[config.mk]
export PLATFORM = sky130hd
export DESIGN_NAME = mc_controller_ws
export DESIGN_NICKNAME = d
export VERILOG_FILES = /design/src/rtl/mc_controller_ws.sv
export SDC_FILE = /design/constraint.sdc
export NUM_CORES = 1
export LEC_CHECK = 0
export BUFFER_PORTS_ARGS = -buffer_cell sky130_fd_sc_hd__clkbuf_2
export CELL_PAD_IN_SITES_DETAIL_PLACEMENT = 2
export CELL_PAD_IN_SITES_GLOBAL_PLACEMENT = 2
export CORE_MARGIN = 1
export CORE_UTILIZATION = 25
export CTS_CLUSTER_DIAMETER = 150
export DETAILED_ROUTE_END_ITERATION = 8
export MAX_ROUTING_LAYER = met4
export PLACE_DENSITY_LB_ADDON = 0.1
export SLEW_MARGIN = 20
export SYNTH_ARGS = -nofsm -noshare
export SYNTH_HDL_FRONTEND = slang
export SYNTH_SLANG_ARGS = --single-unit
[constraint.sdc]
create_clock -name clk -period 3.6 [get_ports clk]
set_input_delay 0 -clock clk [delete_from_list [all_inputs] [get_ports clk]]
set_output_delay 0 -clock clk [all_outputs]
set_load 0.005 [all_outputs]
[src/rtl/mc_controller_ws.sv]
// Multi-cycle MIPS-style control FSM with memory wait states, illegal-opcode traps and interrupts.
// Outputs are combinational from state and instruction fields and are held at zero during reset.
module mc_controller_ws #(
  parameter bit MEM_WAIT_EN = 1'b1,
  parameter bit EXC_EN      = 1'b1
) (
  input  logic       clk,
  input  logic       reset,
  input  logic [5:0] OpCode,
  input  logic [5:0] Funct,
  input  logic       mem_ready,
  input  logic       irq,
  output logic       PCWrite,
  output logic       PCWriteCond,
  output logic       BranchNe,
  output logic       IorD,
  output logic       MemRead,
  output logic       MemWrite,
  output logic       IRWrite,
  output logic       RegWrite,
  output logic       ExtOp,
  output logic       LuiOp,
  output logic       EPCWrite,
  output logic [1:0] MemtoReg,
  output logic [1:0] RegDst,
  output logic [1:0] ALUSrcA,
  output logic [1:0] ALUSrcB,
  output logic [1:0] PCSource,
  output logic [3:0] ALUOp,
  output logic [1:0] Cause,
  output logic [2:0] state_o
);

  typedef enum logic [2:0] {
    StIf  = 3'd0,
    StId  = 3'd1,
    StEx  = 3'd2,
    StMem = 3'd3,
    StWb  = 3'd4,
    StExc = 3'd5
  } state_e;

  state_e     state_q, state_d;
  logic       irq_pending_q, irq_pending_d;
  logic [1:0] cause_q, cause_d;

  logic       is_rtype, is_ialu, is_lw, is_sw, is_branch, is_jump;
  logic       legal_funct, legal, fetch_done, mem_done;
  logic [3:0] alu_op_ex;

  assign is_rtype    = (OpCode == 6'h00);
  assign is_ialu     = OpCode inside {6'h08, 6'h09, 6'h0A, 6'h0B, 6'h0C, 6'h0F};
  assign is_lw       = (OpCode == 6'h23);
  assign is_sw       = (OpCode == 6'h2B);
  assign is_branch   = OpCode inside {6'h04, 6'h05};
  assign is_jump     = OpCode inside {6'h02, 6'h03};
  assign legal_funct = Funct inside {6'h00, 6'h02, 6'h03, 6'h08, 6'h09, [6'h20:6'h27],
                                     6'h2A, 6'h2B};
  assign legal       = (is_rtype && legal_funct) || is_ialu || is_lw || is_sw ||
                       is_branch || is_jump;
  assign fetch_done  = mem_ready || !MEM_WAIT_EN;
  assign mem_done    = mem_ready || !MEM_WAIT_EN;

  always_comb begin
    alu_op_ex[3] = OpCode[0];
    if (is_rtype)                   alu_op_ex[2:0] = 3'b010;
    else if (is_branch)             alu_op_ex[2:0] = 3'b001;
    else if (OpCode == 6'h0C)       alu_op_ex[2:0] = 3'b100;
    else if (OpCode inside {6'h0A, 6'h0B}) alu_op_ex[2:0] = 3'b101;
    else                            alu_op_ex[2:0] = 3'b000;
  end

  always_comb begin
    state_d     = state_q;
    PCWrite     = 1'b0;
    PCWriteCond = 1'b0;
    BranchNe    = 1'b0;
    IorD        = 1'b0;
    MemRead     = 1'b0;
    MemWrite    = 1'b0;
    IRWrite     = 1'b0;
    RegWrite    = 1'b0;
    ExtOp       = 1'b0;
    LuiOp       = 1'b0;
    EPCWrite    = 1'b0;
    MemtoReg    = 2'b00;
    RegDst      = 2'b00;
    ALUSrcA     = 2'b00;
    ALUSrcB     = 2'b00;
    PCSource    = 2'b00;
    ALUOp       = 4'b0000;
    // Outputs stay at their zero defaults while reset is asserted.
    if (reset) begin
      case (state_q)
        StIf: begin
          if (EXC_EN && irq_pending_q) begin
            state_d = StExc;
          end else begin
            MemRead = 1'b1;
            ALUSrcB = 2'b01;
            IRWrite = fetch_done;
            PCWrite = fetch_done;
            if (fetch_done) state_d = StId;
          end
        end
        StId: begin
          ALUSrcB = 2'b11;
          ExtOp   = 1'b1;
          if (legal)       state_d = StEx;
          else if (EXC_EN) state_d = StExc;
          else             state_d = StIf;
        end
        StEx: begin
          ALUOp   = alu_op_ex;
          state_d = StIf;
          if (is_rtype) begin
            ALUSrcA = (Funct inside {6'h00, 6'h02, 6'h03}) ? 2'b10 : 2'b01;
            if (Funct inside {6'h08, 6'h09}) begin
              PCWrite = 1'b1;
              if (Funct == 6'h09) begin
                RegWrite = 1'b1;
                RegDst   = 2'b01;
                MemtoReg = 2'b10;
              end
            end else begin
              state_d = StWb;
            end
          end else if (is_ialu || is_lw || is_sw) begin
            ALUSrcA = 2'b01;
            ALUSrcB = 2'b10;
            ExtOp   = (OpCode != 6'h0C);
            LuiOp   = (OpCode == 6'h0F);
            state_d = (is_lw || is_sw) ? StMem : StWb;
          end else if (is_branch) begin
            PCWriteCond = 1'b1;
            ALUSrcA     = 2'b01;
            PCSource    = 2'b01;
            BranchNe    = (OpCode == 6'h05);
          end else if (is_jump) begin
            PCWrite  = 1'b1;
            PCSource = 2'b10;
            if (OpCode == 6'h03) begin
              RegWrite = 1'b1;
              RegDst   = 2'b10;
              MemtoReg = 2'b10;
            end
          end
        end
        StMem: begin
          ALUOp    = alu_op_ex;
          IorD     = 1'b1;
          MemRead  = is_lw;
          MemWrite = is_sw;
          if (mem_done) state_d = is_lw ? StWb : StIf;
        end
        StWb: begin
          ALUOp    = alu_op_ex;
          RegWrite = 1'b1;
          MemtoReg = is_lw ? 2'b00 : 2'b01;
          RegDst   = is_rtype ? 2'b01 : 2'b00;
          state_d  = StIf;
        end
        StExc: begin
          EPCWrite = 1'b1;
          PCWrite  = 1'b1;
          PCSource = 2'b11;
          state_d  = StIf;
        end
        default: state_d = StIf;
      endcase
    end
  end

  // A new request on the entry edge survives the clear.
  assign irq_pending_d = irq || (irq_pending_q && (state_d != StExc));
  assign cause_d       = (state_d == StExc) ? ((state_q == StId) ? 2'b01 : 2'b10) : cause_q;

  always_ff @(posedge clk or negedge reset) begin
    if (!reset) begin
      state_q       <= StIf;
      irq_pending_q <= 1'b0;
      cause_q       <= 2'b00;
    end else begin
      state_q       <= state_d;
      irq_pending_q <= irq_pending_d;
      cause_q       <= cause_d;
    end
  end

  assign Cause   = cause_q;
  assign state_o = state_q;

endmodule

Word level (Yosys, flattened, before mapping)
Cells that the tools add are included.
{"block": "word_totals", "register_bits": 6, "elab_cells": 151}
{"block": "op_classes", "n_lt_le_gt_ge": 2, "n_eq_ne": 26, "n_mux": 97, "reduce_logical": 23}
{"op": "1-bit 2-to-1 mux", "n": 49}
{"op": "6-bit by 4-bit == test with 1-bit output (second input constant)", "n": 8}
{"op": "2-bit 2-to-1 mux", "n": 23}
{"op": "3-bit 2-to-1 mux", "n": 14}
{"op": "6-bit by 2-bit == test with 1-bit output (second input constant)", "n": 4}
{"op": "6-bit == test (second input constant)", "n": 4}
{"op": "6-bit by 3-bit == test with 1-bit output (second input constant)", "n": 2}
{"op": "6-bit logical NOT", "n": 2}
{"op": "2-bit case mux with 2 select lines", "n": 3}
{"op": "3-bit case mux with 4 select lines", "n": 1}
{"op": "3-bit == test (second input constant)", "n": 3}
{"op": "1-bit logical OR", "n": 9}
{"op": "4-bit 2-to-1 mux", "n": 2}
{"op": "2-bit nonzero test", "n": 4}
{"op": "8-bit nonzero test", "n": 1}
{"op": "3-bit by 2-bit == test with 1-bit output (second input constant)", "n": 2}
{"op": "6-bit greater-or-equal comparator (second input constant)", "n": 1}
{"op": "6-bit <= comparator (second input constant)", "n": 1}
{"op": "6-bit by 4-bit inequality test with 1-bit output (second input constant)", "n": 1}
{"op": "1-bit case mux with 2 select lines", "n": 3}
{"op": "2-bit case mux with 3 select lines", "n": 1}
{"op": "6-bit nonzero test", "n": 1}
{"op": "3-bit by 1-bit == test with 1-bit output (second input constant)", "n": 1}
{"op": "1-bit logical AND", "n": 3}
{"op": "other kinds (5)", "n": 5}

Longest topological paths before layout
{"block": "depth", "depth_word": 15, "depth_mapped": 7}

Least setup slack after synthesis
No wires, ideal clock.
{"block": "synth_path", "kind": "flip-flop to flip-flop", "start": "reg state_q[0] (netlist: state_o[0])", "end": "reg cause_q[0] (netlist: Cause[0])", "t_arrival_ns": 1.668, "t_required_ns": 3.478, "setup_slack_ns": 1.811, "stages_incl_launch_ff": 7, "period_less_slack_ns": 1.789, "cell_sequence": "dfrtp_1 buf_6 or3b_4 o31a_1 a22oi_2 o21ai_2 a32o_1"}
{"block": "synth_via", "elab_chain_cells": 5}
{"element": "start, declared", "line_no": "43", "text": "state_e state_q, state_d;"}
{"element": "start signal, assigned", "line_no": "180", "text": "state_q <= StIf;"}
{"element": "start signal, assigned", "line_no": "184", "text": "state_q <= state_d;"}
{"element": "3-bit 2-to-1 mux", "line_no": "103", "text": "if (fetch_done) state_d = StId;"}
{"element": "3-bit 2-to-1 mux", "line_no": "96", "text": "if (EXC_EN && irq_pending_q) begin"}
{"element": "3-bit case mux with 4 select lines", "line_no": "94", "text": "case (state_q)"}
{"element": "3-bit 2-to-1 mux", "line_no": "93", "text": "if (reset) begin"}
{"element": "3-bit == test", "line_no": "176", "text": "assign cause_d = (state_d == StExc) ? ((state_q == StId) ? 2'b01 : 2'b10) : cause_q;"}
{"element": "end signal, assigned", "line_no": "186", "text": "cause_q <= cause_d;"}
{"element": "end, declared", "line_no": "45", "text": "logic [1:0] cause_q, cause_d;"}
Several ways; a longest one is shown, not always the timed one.
A chain may end at the register's enable or synchronous reset.

Worst setup path after layout
{"block": "layout_path", "start": "reg state_q[1] (netlist: state_o[1])", "end": "out BranchNe"}
{"block": "layout_via", "elab_chain_cells": 3}
{"element": "3-bit by 2-bit == test with 1-bit output", "line_no": "94"}
{"element": "1-bit 2-to-1 mux", "line_no": "94"}
{"element": "1-bit 2-to-1 mux", "line_no": "93"}
{"element": "end, declared", "line_no": "15", "text": "output logic BranchNe,"}
No other way between the ends.

==> impl_metrics.csv <==
group,metric,value,unit
clock_network,clkTransAtPathRegs,0.04,ns
min_path,min_path_type,"in2async",
routing,drc_errors,0,
floorplanning,die_h,64.7,um
synth,synth_top_flop_cell,"dfrtp_1",
sta,hold_violations,0,
clock_network,cts_tree,"done",
critical_path,crit_type,"reg2out",
critical_path,path_delay_family,"simple AND/OR/NAND/NOR gates",
status,run_status,"complete, no violations",
critical_path,cp.arrival,2.08,ns
synth,synth_area_leader_cell,"dfrtp_1",
critical_path,cp-start-kind,"register",
critical_path,crit_path_top_delay_cell,"dfrtp_1",
cells_and_area,nets,202,
critical_path,path_cells,"or2b_1 > nor2_1 > nand2_1 > nor2_1 > and2_1 > clkbuf_2",
synth,ys_ff_latch,6,
floorplanning,rows,22,
sta,clock.fmax,481,MHz
global_route,grt_pass1_vias,1267,
global_route,antenna_found_initial,0,
synth,synth_nets,160,
clock_network,clock_latency,0.22,ns
critical_path,cp-startpoint,"state_o[1]$_DFF_PN0_",
clock_network,cts_buffers,3,
global_route,grt_overflow,0,
placement,pre_cts_slack,1.57,ns
critical_path,r2r_cells,6,
critical_path,r2r_start,"state_o[1]$_DFF_PN0_",
routing,drtPass1Iterations,4,
placement,placed_cell_area,0.00121,mm^2
power,irDropWorstVdd,0.273,mV
floorplanning,start_util,0.264,
floorplanning,dieArea,0.00418,mm^2
synth,synth_cells,144,
cells_and_area,insertedDiodeCount,0,
floorplanning,ios,46,
critical_path,worstSetupPathDepth,6,
global_route,grt_max_degree,21,
floorplanning,die_x,64.7,um
placement,place_congestion,0.809,
routing,dr_total_vias,1268,
routing,drt.antenna.violating_nets,0,
floorplanning,coreArea,0.00372,mm^2
routing,wl,3.77,mm
synth,async_flop_share,1.00,
sta,worstMarginPinSlew,0.586,ns
cells_and_area,final_cell_area,0.00127,mm^2
critical_path,r2r_end,"Cause[0]$_DFFE_PN0N_",
sta,slew_violations,0,
sta,setup_tns,0,ns
routing,via_per_inst,5.47,
power,p_per_area,469,mW/mm^2
placement,dp_hpwl,2.96,mm
routing,drtIter0Drc,45,
job,cap_violations,0,
synth,syn_area_per_cell,6.82,um^2
critical_path,crit_path_frequent_cell,"nor2_1",
clock_network,htreeDepth,1,
sta,finalCritPeriodShare,0.578,
critical_path,worstSetupEndpoint,"BranchNe",
sta,max-slew-margin-rel,0.605,
cells_and_area,fin_util,0.342,
sta,worst_slack,1.52,ns
critical_path,critPathRequiredTime,3.60,ns
cells_and_area,drive_gt1_frac,0.310,
synth,synth_top_area_frac,0.153,
clock_network,root_buffer,"clkbuf_8",
routing,wl_per_cell,16.2,um
synth,synth_area_leaders,"dfrtp_1 (15%), nor2_1 (6.5%), nor3_1 (6.1%)",
critical_path,path_max_fanout,17,
power,leakagePower,0.576,nW
global_route,grt_pass1_wl,6.14,mm
synth,synth_edf_count,0,
placement,buffer_ports.inserted,45,
clock_network,cts.sink_count,6,
sta,skew,0.00222,ns
sta,layout_min_cycle_time,2.08,ns
synth,synth-seq-area-share,0.153,
synth,syn_area,982,um^2
critical_path,cp_num_buf_inv,1,
global_route,grtUsageTotal,0.192,
sta,rsz0062_at_grt,"no",
critical_path,reg2reg_slack,1.54,ns
critical_path,crit_path_end_kind,"output port",
cells_and_area,syn_to_final_growth,29.3,%
synth,ys_warn_count,0,
clock_network,cts_buffer_depth,2,
critical_path,max_stage_delay,0.65,ns
clock_network,post_cts_buffers,0,
synth,synth.distinct_cells,51,
sta,setup_viol,0,
==> synth_stat cells (2+ instances only) <==
| library cell | number |
|---|---|
| o21ai_0 | 6 |
| inv_1 | 8 |
| a31oi_1 | 3 |
| nand3_1 | 5 |
| buf_2 | 2 |
| nand2_1 | 10 |
| dfrtp_1 | 6 |
| nor4b_1 | 2 |
| nor2_2 | 2 |
| nor3_1 | 12 |
| a21oi_1 | 5 |
| clkbuf_1 | 5 |
| and3_1 | 7 |
| buf_6 | 2 |
| and4_1 | 2 |
| o21ai_1 | 3 |
| and4b_1 | 2 |
| o21a_1 | 2 |
| nor4_1 | 2 |
| and2_1 | 3 |
| o31a_1 | 2 |
| nor2b_1 | 7 |
| a32oi_1 | 2 |
| nor2_1 | 17 |
==> flip-flops by register name, summed over array words and instances, names as in the netlist <==
| signal | flops |
|---|---|
| state_o | 3 |
| Cause | 2 |
| irq_pending_q | 1 |
==> where the power goes <==
part,internal (W),switching [W]
registers,0.0000968,0.0000795
logic,0.000153,0.000167
clock network,0.0000717,0.0000274
total,0.000321,0.000274
==> final cells by class <==
type,count,area (um^2)
fillers,478,2450
multi-input cells,120,743
repair buffers,47,245
flip-flops and latches,6,150
well taps,48,60.1
clock buffers,3,41.3
inverters,8,30.0
==> cell families after synthesis <==
kind of cell,count (synthesis),synth area share
muxes,1,0.0102
xor gates and xnor gates,1,0.00892
buffers and inverters,18,0.0905
and+or+nand+nor,79,0.443
AOI/OAI and AO/OA,39,0.294
DFF,6,0.153
==> what timing repair did <==
item,CTS,global route
gates resized for setup,0,0
hold buffers,2,0
hold endpoints to repair,7,0
==> cell usage in the layout (no fill, tap or decap), types with 2 or more instances in the layout <==
| cell | Yosys | layout |
|---|---|---|
| o21a_1 | 2 | 2 |
| nor2_2 | 2 | 2 |
| nor2b_1 | 7 | 7 |
| a21oi_1 | 5 | 5 |
| dfrtp_1 | 6 | 6 |
| a31oi_1 | 3 | 3 |
| and2_1 | 3 | 3 |
| dlygate4sd3_1 | 0 | 2 |
| and4b_1 | 2 | 2 |
| nand3_1 | 5 | 5 |
| and3_1 | 7 | 7 |
| nor4_1 | 2 | 2 |
| nor3_1 | 12 | 12 |
| clkbuf_2 | 0 | 45 |
| o21ai_1 | 3 | 3 |
| nand2_1 | 10 | 10 |
| nor4b_1 | 2 | 2 |
| clkbuf_8 | 0 | 3 |
| a32oi_1 | 2 | 2 |
| inv_1 | 8 | 8 |
| o21ai_0 | 6 | 6 |
| nor2_1 | 17 | 17 |
| o31a_1 | 2 | 2 |
| and4_1 | 2 | 2 |
==> routing by layer <==
layer / wire, um / global-route usage / up-vias
li1: - / - / 612
met1: 1800 / 0.247 / 628
met2: 1860 / 0.336 / 28
met3: 107 / 0.0158 / 0
met5: 0 / - / -
met4: 0 / 0.0250 / 0
==> worst min-delay path by stage <==
stage | depth (start not counted) | slack [ns] | end | from
floorplan | 0 | -0.30 | Cause[0]$_DFFE_PN0N_ | reset
global placement | 1 | -0.09 | state_o[1]$_DFF_PN0_ | reset
detailed placement | 1 | -0.08 | Cause[1]$_DFFE_PN0N_ | reset
CTS | 2 | 0.22 | Cause[1]$_DFFE_PN0N_ | reset
global route | 2 | 0.25 | Cause[1]$_DFFE_PN0N_ | reset
finish | 2 | 0.22 | irq_pending_q$_DFF_PN0_ | reset
==> stage by stage <==
| stage | total power (W) | hold slack, ns | cells |
|---|---|---|---|
| 6_report | 0.000596 | 0.216 | 232 |
| 5_1_grt | 0.000652 | 0.254 | 232 |
| 4_1_cts | 0.000605 | 0.216 | 232 |
| 3_5_place_dp | 0.000499 | -0.0833 | 227 |
| 3_3_place_gp | 0.000492 | -0.0910 | 227 |
| 2_1_floorplan | 0.000387 | -0.296 | 144 |
Note: power is estimated with default switching activity, not from simulation.
